<file path="src/rtl/e203_soc_pad_top.sv">
// E203 SoC pad-level bring-up shell: reset sequencing, fixed pad states,
// an lfextclk tick counter and a small JTAG TAP, all clocked by hfextclk.
module e203_soc_pad_top #(
   parameter logic [31:0] IDCODE = 32'h1E200A6D,
   parameter int unsigned IR_W   = 5
) (
   input  logic        hfextclk,
   input  logic        io_pads_aon_erst_i_ival,
   output logic        hfxoscen,
   output logic        lfxoscen,
   input  logic        lfextclk,
   input  logic        io_pads_jtag_TCK_i_ival,
   input  logic        io_pads_jtag_TMS_i_ival,
   input  logic        io_pads_jtag_TDI_i_ival,
   output logic        io_pads_jtag_TDO_o_oval,
   output logic        io_pads_jtag_TDO_o_oe,
   input  logic [31:0] io_pads_gpioA_i_ival,
   output logic [31:0] io_pads_gpioA_o_oval,
   output logic [31:0] io_pads_gpioA_o_oe,
   input  logic [31:0] io_pads_gpioB_i_ival,
   output logic [31:0] io_pads_gpioB_o_oval,
   output logic [31:0] io_pads_gpioB_o_oe,
   output logic        io_pads_qspi0_sck_o_oval,
   output logic        io_pads_qspi0_cs_0_o_oval,
   input  logic        io_pads_qspi0_dq_0_i_ival,
   output logic        io_pads_qspi0_dq_0_o_oval,
   output logic        io_pads_qspi0_dq_0_o_oe,
   input  logic        io_pads_qspi0_dq_1_i_ival,
   output logic        io_pads_qspi0_dq_1_o_oval,
   output logic        io_pads_qspi0_dq_1_o_oe,
   input  logic        io_pads_qspi0_dq_2_i_ival,
   output logic        io_pads_qspi0_dq_2_o_oval,
   output logic        io_pads_qspi0_dq_2_o_oe,
   input  logic        io_pads_qspi0_dq_3_i_ival,
   output logic        io_pads_qspi0_dq_3_o_oval,
   output logic        io_pads_qspi0_dq_3_o_oe,
   input  logic        io_pads_aon_pmu_dwakeup_n_i_ival,
   output logic        io_pads_aon_pmu_vddpaden_o_oval,
   output logic        io_pads_aon_pmu_padrst_o_oval,
   input  logic        io_pads_bootrom_n_i_ival,
   input  logic        io_pads_dbgmode0_n_i_ival,
   input  logic        io_pads_dbgmode1_n_i_ival,
   input  logic        io_pads_dbgmode2_n_i_ival
);

   localparam logic [IR_W-1:0] IR_IDCODE = IR_W'('h01);
   localparam logic [IR_W-1:0] IR_GPIOA  = IR_W'('h10);
   localparam logic [IR_W-1:0] IR_GPIOB  = IR_W'('h11);
   localparam logic [IR_W-1:0] IR_STATUS = IR_W'('h12);
   localparam logic [IR_W-1:0] IR_LFCNT  = IR_W'('h13);
   localparam int SW = 73;

   typedef enum logic [3:0] {
      TLR, RTI, SEL_DR, CAP_DR, SH_DR, EX1_DR, PAU_DR, EX2_DR,
      UPD_DR, SEL_IR, CAP_IR, SH_IR, EX1_IR, PAU_IR, EX2_IR, UPD_IR
   } tap_e;

   logic [1:0]      rst_sync_q;
   logic            rst_int;
   logic [SW-1:0]   pad_in, s1_q, s2_q;
   logic            tck_p_q, lf_p_q;
   logic            tck_rise, tck_fall, lf_rise;
   logic            tms, tdi;
   logic [31:0]     gpa_in, gpb_in;
   logic [7:0]      status;
   tap_e            tap_q, tap_d;
   logic            adv_q;
   logic [IR_W-1:0] ir_q, ir_d, irsh_q, irsh_d;
   logic [63:0]     dr_q, dr_d, dr_cap, dr_sh;
   logic            tdo_q, tdo_d;
   logic [31:0]     lf_cnt_q, lf_cnt_d;
   logic [31:0]     gpa_oval_q, gpa_oval_d, gpa_oe_q, gpa_oe_d;
   logic [31:0]     gpb_oval_q, gpb_oval_d, gpb_oe_q, gpb_oe_d;
   logic            unused_qspi;

   // Release is stretched two clocks so everything leaves reset cleanly.
   always_ff @(posedge hfextclk or posedge io_pads_aon_erst_i_ival) begin
      if (io_pads_aon_erst_i_ival) rst_sync_q <= 2'b11;
      else                         rst_sync_q <= {rst_sync_q[0], 1'b0};
   end
   assign rst_int = rst_sync_q[1];

   assign pad_in = {io_pads_gpioB_i_ival, io_pads_gpioA_i_ival,
                    io_pads_aon_pmu_dwakeup_n_i_ival,
                    io_pads_dbgmode2_n_i_ival, io_pads_dbgmode1_n_i_ival,
                    io_pads_dbgmode0_n_i_ival, io_pads_bootrom_n_i_ival,
                    lfextclk, io_pads_jtag_TDI_i_ival,
                    io_pads_jtag_TMS_i_ival, io_pads_jtag_TCK_i_ival};

   always_ff @(posedge hfextclk or posedge rst_int) begin
      if (rst_int) begin
         s1_q    <= '0;
         s2_q    <= '0;
         tck_p_q <= 1'b0;
         lf_p_q  <= 1'b0;
      end else begin
         s1_q    <= pad_in;
         s2_q    <= s1_q;
         tck_p_q <= s2_q[0];
         lf_p_q  <= s2_q[3];
      end
   end

   assign tck_rise = s2_q[0] & ~tck_p_q;
   assign tck_fall = ~s2_q[0] & tck_p_q;
   assign lf_rise  = s2_q[3] & ~lf_p_q;
   assign tms      = s2_q[1];
   assign tdi      = s2_q[2];
   assign status   = {3'b000, s2_q[8:4]};
   assign gpa_in   = s2_q[40:9];
   assign gpb_in   = s2_q[72:41];

   always_comb begin
      tap_d = tap_q;
      if (tck_rise) begin
         unique case (tap_q)
            TLR:    tap_d = tms ? TLR    : RTI;
            RTI:    tap_d = tms ? SEL_DR : RTI;
            SEL_DR: tap_d = tms ? SEL_IR : CAP_DR;
            CAP_DR: tap_d = tms ? EX1_DR : SH_DR;
            SH_DR:  tap_d = tms ? EX1_DR : SH_DR;
            EX1_DR: tap_d = tms ? UPD_DR : PAU_DR;
            PAU_DR: tap_d = tms ? EX2_DR : PAU_DR;
            EX2_DR: tap_d = tms ? UPD_DR : SH_DR;
            UPD_DR: tap_d = tms ? SEL_DR : RTI;
            SEL_IR: tap_d = tms ? TLR    : CAP_IR;
            CAP_IR: tap_d = tms ? EX1_IR : SH_IR;
            SH_IR:  tap_d = tms ? EX1_IR : SH_IR;
            EX1_IR: tap_d = tms ? UPD_IR : PAU_IR;
            PAU_IR: tap_d = tms ? EX2_IR : PAU_IR;
            EX2_IR: tap_d = tms ? UPD_IR : SH_IR;
            UPD_IR: tap_d = tms ? SEL_DR : RTI;
         endcase
      end
   end

   // Each instruction owns a DR of its own length; TDI enters its MSB.
   always_comb begin
      unique case (ir_q)
         IR_IDCODE: begin
            dr_cap = {32'b0, IDCODE};
            dr_sh  = {32'b0, tdi, dr_q[31:1]};
         end
         IR_GPIOA: begin
            dr_cap = {gpa_in, gpa_oval_q};
            dr_sh  = {tdi, dr_q[63:1]};
         end
         IR_GPIOB: begin
            dr_cap = {gpb_in, gpb_oval_q};
            dr_sh  = {tdi, dr_q[63:1]};
         end
         IR_STATUS: begin
            dr_cap = {56'b0, status};
            dr_sh  = {56'b0, tdi, dr_q[7:1]};
         end
         IR_LFCNT: begin
            dr_cap = {32'b0, lf_cnt_q};
            dr_sh  = {32'b0, tdi, dr_q[31:1]};
         end
         default: begin
            dr_cap = 64'b0;
            dr_sh  = {63'b0, tdi};
         end
      endcase
   end

   always_comb begin
      ir_d       = ir_q;
      irsh_d     = irsh_q;
      dr_d       = dr_q;
      tdo_d      = tdo_q;
      gpa_oval_d = gpa_oval_q;
      gpa_oe_d   = gpa_oe_q;
      gpb_oval_d = gpb_oval_q;
      gpb_oe_d   = gpb_oe_q;
      lf_cnt_d   = lf_cnt_q + 32'(lf_rise);
      if (tck_rise) begin
         unique case (1'b1)
            tap_q == CAP_IR: irsh_d = IR_W'('h01);
            tap_q == SH_IR:  irsh_d = {tdi, irsh_q[IR_W-1:1]};
            tap_q == CAP_DR: dr_d   = dr_cap;
            tap_q == SH_DR:  dr_d   = dr_sh;
            default: ;
         endcase
      end
      if (tck_fall) tdo_d = (tap_q == SH_IR) ? irsh_q[0] : dr_q[0];
      if (tap_q == TLR) ir_d = IR_IDCODE;
      // adv_q marks the first clock spent in a freshly entered state.
      if (adv_q && tap_q == UPD_IR) ir_d = irsh_q;
      if (adv_q && tap_q == UPD_DR) begin
         if (ir_q == IR_GPIOA) begin
            gpa_oe_d   = dr_q[63:32];
            gpa_oval_d = dr_q[31:0];
         end
         if (ir_q == IR_GPIOB) begin
            gpb_oe_d   = dr_q[63:32];
            gpb_oval_d = dr_q[31:0];
         end
      end
   end

   always_ff @(posedge hfextclk or posedge rst_int) begin
      if (rst_int) begin
         tap_q      <= TLR;
         adv_q      <= 1'b0;
         ir_q       <= IR_IDCODE;
         irsh_q     <= '0;
         dr_q       <= '0;
         tdo_q      <= 1'b0;
         lf_cnt_q   <= '0;
         gpa_oval_q <= '0;
         gpa_oe_q   <= '0;
         gpb_oval_q <= '0;
         gpb_oe_q   <= '0;
      end else begin
         tap_q      <= tap_d;
         adv_q      <= tck_rise;
         ir_q       <= ir_d;
         irsh_q     <= irsh_d;
         dr_q       <= dr_d;
         tdo_q      <= tdo_d;
         lf_cnt_q   <= lf_cnt_d;
         gpa_oval_q <= gpa_oval_d;
         gpa_oe_q   <= gpa_oe_d;
         gpb_oval_q <= gpb_oval_d;
         gpb_oe_q   <= gpb_oe_d;
      end
   end

   assign hfxoscen = 1'b1;
   assign lfxoscen = 1'b1;
   assign io_pads_aon_pmu_padrst_o_oval   = rst_int;
   assign io_pads_aon_pmu_vddpaden_o_oval = ~rst_int;
   assign io_pads_jtag_TDO_o_oval = tdo_q;
   assign io_pads_jtag_TDO_o_oe   = (tap_q == SH_IR) || (tap_q == SH_DR);
   assign io_pads_gpioA_o_oval = gpa_oval_q;
   assign io_pads_gpioA_o_oe   = gpa_oe_q;
   assign io_pads_gpioB_o_oval = gpb_oval_q;
   assign io_pads_gpioB_o_oe   = gpb_oe_q;
   assign io_pads_qspi0_sck_o_oval  = 1'b0;
   assign io_pads_qspi0_cs_0_o_oval = 1'b1;
   assign io_pads_qspi0_dq_0_o_oval = 1'b0;
   assign io_pads_qspi0_dq_0_o_oe   = 1'b0;
   assign io_pads_qspi0_dq_1_o_oval = 1'b0;
   assign io_pads_qspi0_dq_1_o_oe   = 1'b0;
   assign io_pads_qspi0_dq_2_o_oval = 1'b0;
   assign io_pads_qspi0_dq_2_o_oe   = 1'b0;
   assign io_pads_qspi0_dq_3_o_oval = 1'b0;
   assign io_pads_qspi0_dq_3_o_oe   = 1'b0;
   assign unused_qspi = ^{io_pads_qspi0_dq_0_i_ival, io_pads_qspi0_dq_1_i_ival,
                          io_pads_qspi0_dq_2_i_ival, io_pads_qspi0_dq_3_i_ival};

endmodule

</file>
<file path="config.mk">
export PLATFORM = sky130hd
export DESIGN_NAME = e203_soc_pad_top
export DESIGN_NICKNAME = d
export VERILOG_FILES = /design/src/rtl/e203_soc_pad_top.sv
export SDC_FILE = /design/constraint.sdc
export NUM_CORES = 1
export LEC_CHECK = 0
export CORE_MARGIN = 5
export CORE_UTILIZATION = 33
export DETAILED_ROUTE_END_ITERATION = 10
export GPL_TIMING_DRIVEN = 0
export SETUP_SLACK_MARGIN = 0.5
export SLEW_MARGIN = 10
export SYNTH_ARGS = -nofsm -noshare
export SYNTH_HDL_FRONTEND = slang
export SYNTH_SLANG_ARGS = --single-unit
</file>
<file path="constraint.sdc">
create_clock -name hfextclk -period 13 [get_ports hfextclk]
set_input_delay 1.3 -clock hfextclk [delete_from_list [all_inputs] [get_ports hfextclk]]
set_output_delay 1.3 -clock hfextclk [all_outputs]
set_load 0.03 [all_outputs]
</file>
Word level (Yosys, flattened, before mapping)
Index checks and enable logic that the tools add are counted.

operators by class
  add/subtract/negate cells = 1
  $mul = 0
  div/mod/pow operators = 0
  magnitude comparators = 0
  equality and inequality tests = 20
  shift operators = 0
  muxes and demuxes = 20
  bitwise logic cells = 7
  reduce and logical (&&, ||, !) cells = 16

operators with widths
  kind                count
  $pmux 64 s5         1
  $pmux 64 s3         1
  $pmux 64 s2         1
  $pmux 4 s12         1
  $add 32x1->32       1
  $eq 4x4->1 const B  8
  $eq 5x5->1 const B  4
  $eq 4x3->1 const B  4
  $mux 4              4
  $mux 5              2
  $pmux 5 s2          1
  $eq 4x2->1 const B  2
  $reduce_and 2->1    4
  $reduce_or 2->1     4
  $mux 2              3
  $mux 3              2
  $reduce_bool 2->1   3
  $eq 5x1->1 const B  1
  $eq 4x1->1 const B  1
  $logic_not 4->1     1
  $mux 1              4
  $not 1->1           4
  $and 1x1->1         3
  $reduce_or 3->1     1
  other kinds (2)     3

word-level totals
  flip-flop bits (word level) = 390
  latch bits = 0
  memory bits (writable) = 0
  memory bits (read-only) = 0
  input port bits = 79
  output and inout bits = 144
  memories = 0

Depth between registers and ports, before layout
  depth in word-level cells = 4
  depth in mapped cells = 9
  mapped depth without buffers = 8

Worst setup path after synthesis
OpenSTA, ideal clock, no wires.

  kind = reg2out
  from = register rst_sync_q[1]
  to = output io_pads_aon_pmu_vddpaden_o_oval
  arrival time = 8563 ps
  required time = 11700 ps
  path slack = 3137 ps
  stages on the path, launching flop included = 2
  path through = dfstp_2 > inv_1

between the ends
  cells in the longest elaborated chain, start to end = 1

ends and longest elaborated chain
  what                    RTL line  text
  from (decl)             58        logic [1:0] rst_sync_q;
  from (signal assigned)  79        else rst_sync_q <= {rst_sync_q[0], 1'b0};
  $not 1->1               233       assign io_pads_aon_pmu_vddpaden_o_oval = ~rst_int;
  to (decl)               38        output logic io_pads_aon_pmu_vddpaden_o_oval,

Every way passes these cells.

Final worst setup path
  from = register tap_q[1]
  to = output io_pads_jtag_TDO_o_oe

between the ends
  cells in the longest elaborated chain, start to end = 2

ends and longest elaborated chain
  what                                             RTL line  text
  from (decl)                                      66        tap_e tap_q, tap_d;
  from (signal assigned)                           216       tap_q <= tap_d;
  $eq 4x4->1 / $eq 4x3->1 (equally long branches)  235       assign io_pads_jtag_TDO_o_oe = (tap_q == SH_IR) || (tap_q == SH_DR);
  $logic_or 1x1->1 (*)                             235
  to (decl)                                        16        output logic io_pads_jtag_TDO_o_oe,

Every way passes the cells marked *; elsewhere a longest branch is shown, timed or not.

==> results.json <==
{
  "run_status": "finished clean",
  "critPathKind": "reg -> out",
  "cp.arrival_ns": 2.69,
  "synth-edff-count": 0,
  "fp.dieW_um": 221,
  "final_core_util_pct": 43.2,
  "worst_pin_slew_ns": 1.13,
  "drive_gt1_share_pct": 17.5,
  "fp.dieH_um": 221,
  "stdcell_area_sq_um": 19100,
  "critPathLaunchType": "flip-flop",
  "worstPathRequired_ns": 11.70,
  "wl_per_cell_um": 19.5,
  "dpl.hpwl_um": 27400,
  "clkLatencyLatePin_ns": 0.56,
  "drv_cap": 0,
  "finalSetupViolCount": 0,
  "rows": 77,
  "synthDistinctLibCells": 52,
  "drc": 0,
  "r2r_start": "ir_q[4]",
  "ys.flop_type": "dfrtp_1",
  "power.density_nw_per_um2": 167,
  "cp_slowest_cell": "clkdlybuf4s50_1",
  "ir_worst_vdd_uv": 89.2,
  "crit_start": "tap_q[1]",
  "antenna_found_initial": 5,
  "cts_resized": 0,
  "mostFrequentLayoutCells": "dfrtp_1 (387), clkdlybuf4s50_1 (206), mux2_2 (128), nor2_1 (90), nand2_1 (71)",
  "final_common_cell": "dfrtp_1",
  "end_kind": "output pin",
  "syn2layout_area_growth_pct": 29.7,
  "fin_skew_ns": 0.0175,
  "wirelength_um": 39000,
  "overflow": 0,
  "path_cells": "nor2_1 > nand2_1 > clkbuf_1 > nand2_1 > clkdlybuf4s50_1",
  "viasPerCell": 4.95,
  "grt_max_degree": 122,
  "top_usage_layer": "met2",
  "synth.yosys.seq_area_share_pct": 66.3,
  "syn_inst": 1108,
  "vias": 9877,
  "critical_path.max_fanout": 10,
  "ant_nets": 0,
  "grt_pass1_wl_um": 61400,
  "place_area_sq_um": 17700,
  "hold_buffers": 0,
  "ioPinCount": 223,
  "cts-root-buf": "clkbuf_16",
  "max_stage_delay_ns": 0.68,
  "grtUsageMet2_pct": 25.2,
  "grt_use_total_pct": 15.7,
  "timing.final.crit_share_pct": 30.7,
  "grt_use_met1_pct": 20.9,
  "timing.fmax_mhz": 251,
  "postSynthAreaPerCell_sq_um": 13.3,
  "clockBufferDepth": 3,
  "start_util_pct": 33.3,
  "finalHoldViolations": 0,
  "post_cts_buffers": 0,
  "die-area_sq_um": 49000,
  "gr-usage-met3_pct": 4.64,
  "h-tree-depth": 2,
  "cellLeakagePower_nw": 8.58,
  "netlist_area_sq_um": 14700,
  "dr.pass1.iters": 5,
  "cts.clk_slew.worst_paths_ns": 0.06,
  "gp_congestion": 0.795,
  "n_antenna_cell": 0,
  "async_flop_share_pct": 100,
  "drv_slew": 0,
  "yosys_warnings": 0,
  "cts.sinks": 390,
  "io_buffers": 206,
  "grt_pass1_vias": 10369,
  "rsz0062_at_grt": "no",
  "final_nets": 1454,
  "min_period_ns": 3.99,
  "holdWs_ns": 0.291,
  "crit_top_cell": "nand2_1",
  "core-area_sq_um": 44200,
  "cts_tree": "done",
  "ys_seq_elements": 390,
  "hold_class": "reg -> async",
  "max-slew-margin-rel_pct": 23.8,
  "first_iter_violations": 701,
  "cts_buffers": 43
}
[Yosys cell counts, types with 3 or more instances]
master	number	area, sq um
a21oi_1	51	255
a221o_1	17	170
a221oi_1	44	385
a22o_1	35	307
a22oi_1	3	22.5
and2_1	4	25.0
and3_1	8	50.1
buf_2	17	85.1
buf_4	14	105
buf_6	6	67.6
clkbuf_1	44	165
dfrtp_1	387	9680
dfstp_2	3	78.8
inv_1	10	37.5
mux2_1	3	33.8
mux2_2	128	1440
mux2i_1	4	40.0
nand2_1	71	267
nand2b_1	3	18.8
nand3_1	19	95.1
nand4_1	6	37.5
nor2_1	90	338
nor2b_1	6	37.5
nor3_1	9	45.0
nor3_2	3	30.0
o211ai_1	5	37.5
o21ai_0	32	160
o31ai_1	24	180
or3_1	3	18.8
xnor2_1	21	184
xor2_1	9	78.8
[final timing paths]
path	cells past startpoint	slack (ns)	endpoint
worst max-delay path	5	9.01	io_pads_jtag_TDO_o_oe
worst min-delay path	1	0.29	dr_q[59]
max in group asynchronous	3	11.32	io_pads_gpioA_o_oe[5]
worst max register to register	6	10.08	io_pads_gpioA_o_oval[2]
min in group hfextclk	0	0.34	s2_q[0]
worst min register to register	1	0.29	dr_q[59]
[final cells by class]
class	instances	area, sq um
well taps	592	741
inverters	11	48.8
clock buffers	60	1240
plain buffers	83	430
fillers	4032	25100
repair buffers	209	2140
multi-input cells	635	4540
flip-flops and latches	390	9760
clock inverters	16	204
[logic make-up (layout without fill, tap and decap cells)]
| logic type | after synthesis | in the layout | synth area share [%] |
|---|---|---|---|
| and+or+nand+nor | 230 | 230 | 7.04 |
| DFF | 390 | 390 | 66.3 |
| other | 2 | 13 | 0.0510 |
| xor gates and xnor gates | 30 | 30 | 1.78 |
| adders and majority gates | 3 | 3 | 0.238 |
| AOI/OAI and AO/OA | 222 | 222 | 10.9 |
| buffers and inverters | 94 | 379 | 3.20 |
| muxes | 137 | 137 | 10.6 |
[flip-flops by register name, indices dropped and copies added (netlist names)]
signal,count
adv_q,1
dr_q,64
io_pads_gpioA_o_oe,32
io_pads_gpioA_o_oval,32
io_pads_gpioB_o_oe,32
io_pads_gpioB_o_oval,32
io_pads_jtag_TDO_o_oval,1
ir_q,5
irsh_q,5
lf_cnt_q,32
lf_p_q,1
rst_sync_q,2
s1_q,73
s2_q,73
tap_q,4
tck_p_q,1
[routing by layer]
| metal | vias to the layer above | share of wire [%] |
|---|---|---|
| li1 | 4489 | - |
| met1 | 4994 | 43 |
| met2 | 318 | 47 |
| met3 | 66 | 7.5 |
| met4 | 10 | 2.0 |
| met5 | - | 0.15 |
[through the flow]
step           total power (W)  instances  setup TNS, ns  worst slack (ns)
2_1_floorplan          0.00179       1119              0              1.53
3_5_place_dp           0.00198       1920              0              9.61
6_report               0.00319       1996              0              9.01
5_1_grt                0.00335       1996              0              8.84
4_1_cts                0.00323       1996              0              8.99
3_3_place_gp           0.00196       1917        -788.15             -2.05
[critical path, delay by kind of cell, from the launching register on]
family	cells	cell delay, ns
flops	1	0.40
buf+inv	2	0.98
simple gates	3	0.74
[where the power goes]
group	leakage [nW]	switching [W]	internal, W
registers	4.98	0.000144	0.00135
clock network	0.715	0.000485	0.000747
logic	2.89	0.000284	0.000175
Note: power is estimated with default switching activity, not from simulation.
